===== src/rtl/vga_scanout.sv =====
// rtl/vga_scanout.sv - VGA timing generator with two-stage frame buffer scanout
module vga_scanout #(
  parameter int VERT_RESOLUTION  = 60,
  parameter int HORIZ_RESOLUTION = 80,
  parameter int COLOR_DEPTH      = 12,
  parameter int Z_DEPTH          = 2,
  parameter int SCALE_LOG2       = 3,
  parameter int H_FRONT          = 16,
  parameter int H_SYNC           = 96,
  parameter int H_BACK           = 48,
  parameter int V_FRONT          = 10,
  parameter int V_SYNC           = 2,
  parameter int V_BACK           = 33
) (
  input  logic                                i_vga_clk,
  input  logic                                i_rst_n,
  output logic [$clog2(VERT_RESOLUTION)-1:0]  o_vga_vert_read_addr,
  output logic [$clog2(HORIZ_RESOLUTION)-1:0] o_vga_horiz_read_addr,
  input  logic [COLOR_DEPTH+Z_DEPTH-1:0]      i_vga_read_pixel_data,
  output logic [COLOR_DEPTH/3-1:0]            o_red,
  output logic [COLOR_DEPTH/3-1:0]            o_green,
  output logic [COLOR_DEPTH/3-1:0]            o_blue,
  output logic                                o_hsync,
  output logic                                o_vsync,
  output logic                                o_vblank,
  output logic                                o_frame_done
);

  // Screen geometry in pixel clocks and lines
  localparam int H_ACTIVE = HORIZ_RESOLUTION << SCALE_LOG2;
  localparam int V_ACTIVE = VERT_RESOLUTION << SCALE_LOG2;
  localparam int H_TOTAL  = H_ACTIVE + H_FRONT + H_SYNC + H_BACK;
  localparam int V_TOTAL  = V_ACTIVE + V_FRONT + V_SYNC + V_BACK;

  localparam int HC_W = $clog2(H_TOTAL);
  localparam int VC_W = $clog2(V_TOTAL);
  localparam int VA_W = $clog2(VERT_RESOLUTION);
  localparam int HA_W = $clog2(HORIZ_RESOLUTION);
  localparam int CW   = COLOR_DEPTH / 3;

  // Counter-width constants so every compare is width-matched
  localparam logic [HC_W-1:0] H_LAST       = HC_W'(H_TOTAL - 1);
  localparam logic [HC_W-1:0] H_ACT        = HC_W'(H_ACTIVE);
  localparam logic [HC_W-1:0] H_SYNC_START = HC_W'(H_ACTIVE + H_FRONT);
  localparam logic [HC_W-1:0] H_SYNC_END   = HC_W'(H_ACTIVE + H_FRONT + H_SYNC);
  localparam logic [VC_W-1:0] V_LAST       = VC_W'(V_TOTAL - 1);
  localparam logic [VC_W-1:0] V_ACT        = VC_W'(V_ACTIVE);
  localparam logic [VC_W-1:0] V_SYNC_START = VC_W'(V_ACTIVE + V_FRONT);
  localparam logic [VC_W-1:0] V_SYNC_END   = VC_W'(V_ACTIVE + V_FRONT + V_SYNC);

  // Stage 0: raster position
  logic [HC_W-1:0] h_cnt;
  logic [VC_W-1:0] v_cnt;

  // Stage 0 decoded flags
  logic active;
  logic hsync_raw;
  logic vsync_raw;
  logic vblank_raw;
  logic frame_done_raw;

  // Stage 1 flags, aligned with the pixel returned by the frame buffer
  logic s1_active;
  logic s1_hsync;
  logic s1_vsync;
  logic s1_vblank;
  logic s1_frame_done;

  // Colour field of the returned pixel; depth bits are not displayed
  logic [COLOR_DEPTH-1:0] pix_color;
  logic                   z_unused;

  assign pix_color = i_vga_read_pixel_data[COLOR_DEPTH+Z_DEPTH-1:Z_DEPTH];
  assign z_unused  = ^i_vga_read_pixel_data[Z_DEPTH-1:0];

  // Raster scan: h_cnt every clock, v_cnt on each line wrap
  always_ff @(posedge i_vga_clk or negedge i_rst_n) begin
    if (!i_rst_n) begin
      h_cnt <= '0;
      v_cnt <= '0;
    end else if (h_cnt == H_LAST) begin
      h_cnt <= '0;
      if (v_cnt == V_LAST) begin
        v_cnt <= '0;
      end else begin
        v_cnt <= v_cnt + 1'b1;
      end
    end else begin
      h_cnt <= h_cnt + 1'b1;
    end
  end

  // Decode region/sync flags and the frame buffer read address from the counters
  always_comb begin
    active         = (h_cnt < H_ACT) && (v_cnt < V_ACT);
    hsync_raw      = !((h_cnt >= H_SYNC_START) && (h_cnt < H_SYNC_END));
    vsync_raw      = !((v_cnt >= V_SYNC_START) && (v_cnt < V_SYNC_END));
    vblank_raw     = (v_cnt >= V_ACT);
    frame_done_raw = (v_cnt == V_ACT) && (h_cnt == '0);

    o_vga_vert_read_addr  = '0;
    o_vga_horiz_read_addr = '0;
    if (active) begin
      o_vga_vert_read_addr  = VA_W'(v_cnt >> SCALE_LOG2);
      o_vga_horiz_read_addr = HA_W'(h_cnt >> SCALE_LOG2);
    end
  end

  // Stage 1: hold the flags while the frame buffer read is in flight
  always_ff @(posedge i_vga_clk or negedge i_rst_n) begin
    if (!i_rst_n) begin
      s1_active     <= 1'b0;
      s1_hsync      <= 1'b1;
      s1_vsync      <= 1'b1;
      s1_vblank     <= 1'b0;
      s1_frame_done <= 1'b0;
    end else begin
      s1_active     <= active;
      s1_hsync      <= hsync_raw;
      s1_vsync      <= vsync_raw;
      s1_vblank     <= vblank_raw;
      s1_frame_done <= frame_done_raw;
    end
  end

  // Stage 2: register colour and sync together so they leave with no skew
  always_ff @(posedge i_vga_clk or negedge i_rst_n) begin
    if (!i_rst_n) begin
      o_red        <= '0;
      o_green      <= '0;
      o_blue       <= '0;
      o_hsync      <= 1'b1;
      o_vsync      <= 1'b1;
      o_vblank     <= 1'b0;
      o_frame_done <= 1'b0;
    end else begin
      o_hsync      <= s1_hsync;
      o_vsync      <= s1_vsync;
      o_vblank     <= s1_vblank;
      o_frame_done <= s1_frame_done;
      if (s1_active) begin
        o_red   <= pix_color[COLOR_DEPTH-1 -: CW];
        o_green <= pix_color[COLOR_DEPTH-1-CW -: CW];
        o_blue  <= pix_color[COLOR_DEPTH-1-2*CW -: CW];
      end else begin
        o_red   <= '0;
        o_green <= '0;
        o_blue  <= '0;
      end
    end
  end

endmodule


===== config.mk =====
export PLATFORM = sky130hd
export DESIGN_NAME = vga_scanout
export DESIGN_NICKNAME = d
export VERILOG_FILES = /design/src/rtl/vga_scanout.sv
export SDC_FILE = /design/constraint.sdc
export NUM_CORES = 1
export LEC_CHECK = 0
export CAP_MARGIN = 20
export CORE_ASPECT_RATIO = 1.2
export CORE_MARGIN = 3
export CORE_UTILIZATION = 25
export DETAILED_ROUTE_END_ITERATION = 10
export GPL_ROUTABILITY_DRIVEN = 0
export PLACE_DENSITY_LB_ADDON = 0.12
export SLEW_MARGIN = 25
export SYNTH_ARGS = -nofsm -noshare
export SYNTH_HDL_FRONTEND = slang
export SYNTH_SLANG_ARGS = --single-unit

===== constraint.sdc =====
create_clock -name i_vga_clk -period 2.09 [get_ports i_vga_clk]
set_clock_uncertainty 0.05 [all_clocks]
set_input_delay 0.209 -clock i_vga_clk [delete_from_list [all_inputs] [get_ports i_vga_clk]]
set_output_delay 0.209 -clock i_vga_clk [all_outputs]
set_load 0.01 [all_outputs]

* After elaboration in Yosys (flattened, before gate mapping)
Cells that the tools add are included.
Operators by class: $add $sub $neg 2, magnitude comparators 7, equal/unequal tests 3, muxes and demuxes 7, reduce and logical (&&, ||, !) cells 7
Operator list (number):
- $add A10 B1 Y10 const B | 2
- $eq A10 B10 Y1 const B | 2
- $ge A10 B9 Y1 const B | 2
- $lt A10 B10 Y1 const B | 2
- $lt A10 B9 Y1 const B | 2
- $mux W10 | 2
- $mux W4 | 3
- $eq A10 B9 Y1 const B | 1
- $ge A10 B10 Y1 const B | 1
- $logic_not A10 Y1 | 1
- $mux W7 | 1
- $mux W6 | 1
- $logic_and A1 B1 Y1 | 4
- $logic_not A1 Y1 | 2
Word-level totals: flip-flop bits (word level) 41, output and inout port bits 29, word-level logic and storage cells 40

* Depth between registers and ports, before layout
depth in word-level cells 3, gate-level depth with buffers 7

* Least setup slack after synthesis
OpenSTA, ideal clock, no wires.
path type flip-flop to flip-flop, from reg h_cnt[0], to reg v_cnt[9], setup time 77 ps, data arrival time 1570 ps, required time 1963 ps, setup slack 393 ps, stages on the path, launching flop included 7, path through dfrtp_1 > ha_1 > and4_1 > buf_6 > nand3_4 > or4_1 > a21oi_1
On the way: word-level cells in the longest chain between the ends 1
Ends and longest elaborated chain:
- start: declaration | RTL line 52 | logic [HC_W-1:0] h_cnt;
- start signal: assignment | RTL line 89 | h_cnt <= h_cnt + 1'b1;
- $eq A10 B10 Y1 | RTL line 81 | end else if (h_cnt == H_LAST) begin
- end signal: assignment | RTL line 86 | v_cnt <= v_cnt + 1'b1;
- end: declaration | RTL line 53 | logic [VC_W-1:0] v_cnt;
Every way passes these cells. A chain may end at the register's enable or synchronous reset.

* Worst setup path after layout
from reg h_cnt[8], to out o_vga_vert_read_addr[5]
On the way: word-level cells in the longest chain between the ends 3
Ends and longest elaborated chain:
- $lt A10 B10 Y1 | RTL line 95 | active = (h_cnt < H_ACT) && (v_cnt < V_ACT);
- $logic_and A1 B1 Y1 | RTL line 95
- $mux W6 | RTL line 103 | if (active) begin
- end: declaration | RTL line 17 | output logic [$clog2(VERT_RESOLUTION)-1:0] o_vga_vert_read_addr,
Every way passes these cells.

==> impl_summary.log <==
INFO  metric status = finished, final reports clean
INFO  metric numClockSinks = 41
INFO  metric cp.arrival = 1730 ps
INFO  metric setup_viol = 0
INFO  metric layout_commonest_cell = dfrtp_1
INFO  metric cts_setup_buffers = 0
INFO  metric gr-total-overflow = 0
INFO  metric layout.cells.most_common_list = dfrtp_1 (37), clkdlybuf4s50_1 (28), and2_1 (23), buf_4 (13)
INFO  metric clk_pin_slew_worst_paths = 80 ps
INFO  metric synthCells = approximately 170
INFO  metric critPathSlowestCell = dfrtp_1
INFO  metric clock_tree.htree_level_count = 2
INFO  metric period_utilisation_layout = 95.0%
INFO  metric wire_length_of_the_first_global_routing_pass = 6930 µm
INFO  metric num_vias = between 1000 and 1500
INFO  metric max_cap_viol_count = 0
INFO  metric detail_route.vias_per_cell = 4.38
INFO  metric fillCellCount = 716
INFO  metric io_buffers = 42
INFO  metric synth_edf_count = 0
INFO  metric criticalPathCategory = flip-flop to primary output
INFO  metric clkLatencyLatePin = between 200 and 300 ps
INFO  metric cts_made_buffers = 5
INFO  metric postLayoutCoreUtil = 36.8%
INFO  metric drc = 0
INFO  metric coreArea = around 0.0069 mm²
INFO  metric synth.ff_latch_count = 41
INFO  metric cts_max_path_buffers = 2
INFO  metric synthesis.nets = 186
INFO  metric worst_tran_pin_value = 448 ps
INFO  metric cts-root-buf = clkbuf_8
INFO  metric groute.usage.overall = a little over a tenth
INFO  metric min_path_type = flip-flop to flip-flop
INFO  metric grt_setup_unrepaired = no
INFO  metric antennaDiodeCount = 0
INFO  metric ys_dominant_reg_cell = dfrtp_1
INFO  metric rows = 33
INFO  metric final-hold-violation-count = 0
INFO  metric routedWlPerCell = 13.1 µm
INFO  metric slew_headroom = 70.1%
INFO  metric synthesis.area = 0.00182 mm²
INFO  metric cp.required = approximately 1800 ps
INFO  metric power.density = 609 mW/mm²
INFO  metric leakage = 1.17 nW
INFO  metric cts_tree = built
INFO  metric drive_above_1_share = 15.8%
INFO  metric first_global_vias = 1368
INFO  metric achievable-frequency = ~0.50 GHz
INFO  metric chipWidth = 83.9 µm
INFO  metric final.min_clock_period = roughly 2000 ps
INFO  metric drt_iter0_drc = 83
INFO  metric max-vdd-ir-drop = ~0.00022 V
INFO  metric drt_wl_total = 4050 µm
INFO  metric num-nets-final = between 200 and 250
INFO  metric seq_area_frac_synth = about 57%
INFO  metric final-max-slew-violation-count = 0
INFO  metric cp_cell_sequence = or2_2 -> a21oi_2 -> buf_4 -> and2_1 -> clkdlybuf4s15_1
INFO  metric setup_total_negative_slack = 0 ps
INFO  metric place.detailed.hpwl = a little under 3000 µm
INFO  metric floorplan.initialDensity = 26.3%
INFO  metric initial_antenna_violation_count = 0
INFO  metric die-height = between 90 and 100 µm
INFO  metric die-area = 0.00835 mm²
INFO  metric io_pins = 45
INFO  metric pin_count_of_the_biggest_net_entering_global_routing = 42
INFO  metric synth_area_per_cell = 11.0 µm²
INFO  metric postSynth.asyncResetShare = 100%
INFO  metric worstPathMaxFanout = 7
INFO  metric synthDistinctLibCells = 32
INFO  metric dr.pass1.iters = 4
INFO  metric final_antenna_net_count = 0
INFO  metric area_growth_syn_to_layout = 40.2%
INFO  metric worst_setup_path_end_kind = primary output
INFO  metric synth-warning-count = 0
INFO  metric critPathMaxStageDelay = 370 ps
INFO  metric cp-start-kind = flip-flop
## routing by layer
layer	track usage [%]	wire [µm]	up-vias
met5	0	0	-
met4	3.71	65	0
met3	3.15	253	6
met2	18.1	1990	44
met1	12.8	1750	633
li1	-	-	669
## state kept, by name, summed over array words and instances, names as in the netlist, 4 cells and up
name,count
h_cnt,10
o_blue,4
o_green,4
o_red,4
v_cnt,10
## path summary, 6_finish.rpt
| check | startpoint | endpoint | slack, ps | cells after the start |
|---|---|---|---|---|
| min in group asynchronous | i_rst_n | h_cnt[6] | 370 | 3 |
| max in group asynchronous | i_rst_n | s1_vsync | 1350 | 3 |
| min reg2reg | s1_frame_done | o_frame_done | 300 | 0 |
| max | h_cnt[8] | o_vga_vert_read_addr[5] | 110 | 5 |
| max reg2reg | h_cnt[0] | v_cnt[9] | 250 | 5 |
| min | s1_frame_done | o_frame_done | 300 | 0 |
## metrics by stage
stage | worst slack (ps) | power, mW | instances | instance area, µm² | hold WS [ps]
after floorplan | 393 | 0.838 | 165 | 1820 | -137
after global placement | 98.1 | 0.906 | 300 | 2420 | 152
after CTS | 38.9 | 1.59 | 309 | 2540 | 305
after detailed placement | 93.6 | 0.906 | 300 | 2420 | 151
after global routing | 7.13 | 1.63 | 309 | 2550 | 307
final | 105 | 1.56 | 309 | 2550 | 300
## final cells by class
| cell class | count | area (µm²) | share of cell area, % |
|---|---|---|---|
| repair buffers | 57 | 533 | 20.9 |
| clock inverters | 2 | 37.5 | 1.47 |
| inverters | 6 | 22.5 | 0.881 |
| well taps | 87 | 109 | 4.26 |
| clock buffers | 6 | 82.6 | 3.23 |
| flip-flops and latches | 41 | 1030 | 40.4 |
| multi-input cells | 110 | 739 | 28.9 |
## worst max-delay path: cells and delay by family (launching register included)
family          cells  cell delay, ps
buf+inv             2             410
flops               1             370
simple gates        2             480
compound gates      1             170
## cell families (layout without fill, tap and decap cells)
| logic type | Yosys count | in the layout | synth area share, % |
|---|---|---|---|
| AO/OA/AOI/OAI | 11 | 11 | 3.37 |
| buffers and inverters | 14 | 71 | 3.64 |
| flip-flops | 41 | 41 | 56.6 |
| adder cells (fa/ha/maj) | 5 | 5 | 3.43 |
| XOR/XNOR | 13 | 13 | 6.25 |
| AND/OR/NAND/NOR | 81 | 81 | 26.7 |
## repair_timing
action,CTS,global route
setup endpoints to repair,13,2
hold buffers,1,0
hold endpoints to repair,37,0
pin swaps,0,1
gates resized for setup,14,4
## synth_stat cells (2+ instances only)
master     n  area [µm²]
and2_1    23         144
nand3_1    6        30.0
nand2_1    8        30.0
ha_1       5        62.6
nor3_1     8        40.0
a21oi_1    4        20.0
and4_1     2        17.5
dfstp_2    4         105
or4_1      2        15.0
o21ai_0    5        25.0
nand4_1    8        50.1
buf_2      2        10.0
inv_1      6        22.5
and3_1     5        31.3
clkbuf_1   4        15.0
xnor2_1    5        43.8
nor2_1    10        37.5
dfrtp_1   37         926
xor2_1     8        70.1
## power by group
part	leakage [nW]	switching [mW]	internal, mW	total, mW
Combinational	0.600	0.0315	0.0506	0.0822
Clock	0.0574	0.278	0.388	0.667
Sequential	0.512	0.00250	0.804	0.807
Total	1.17	0.312	1.24	1.56
(Power assumes the default switching activity.)
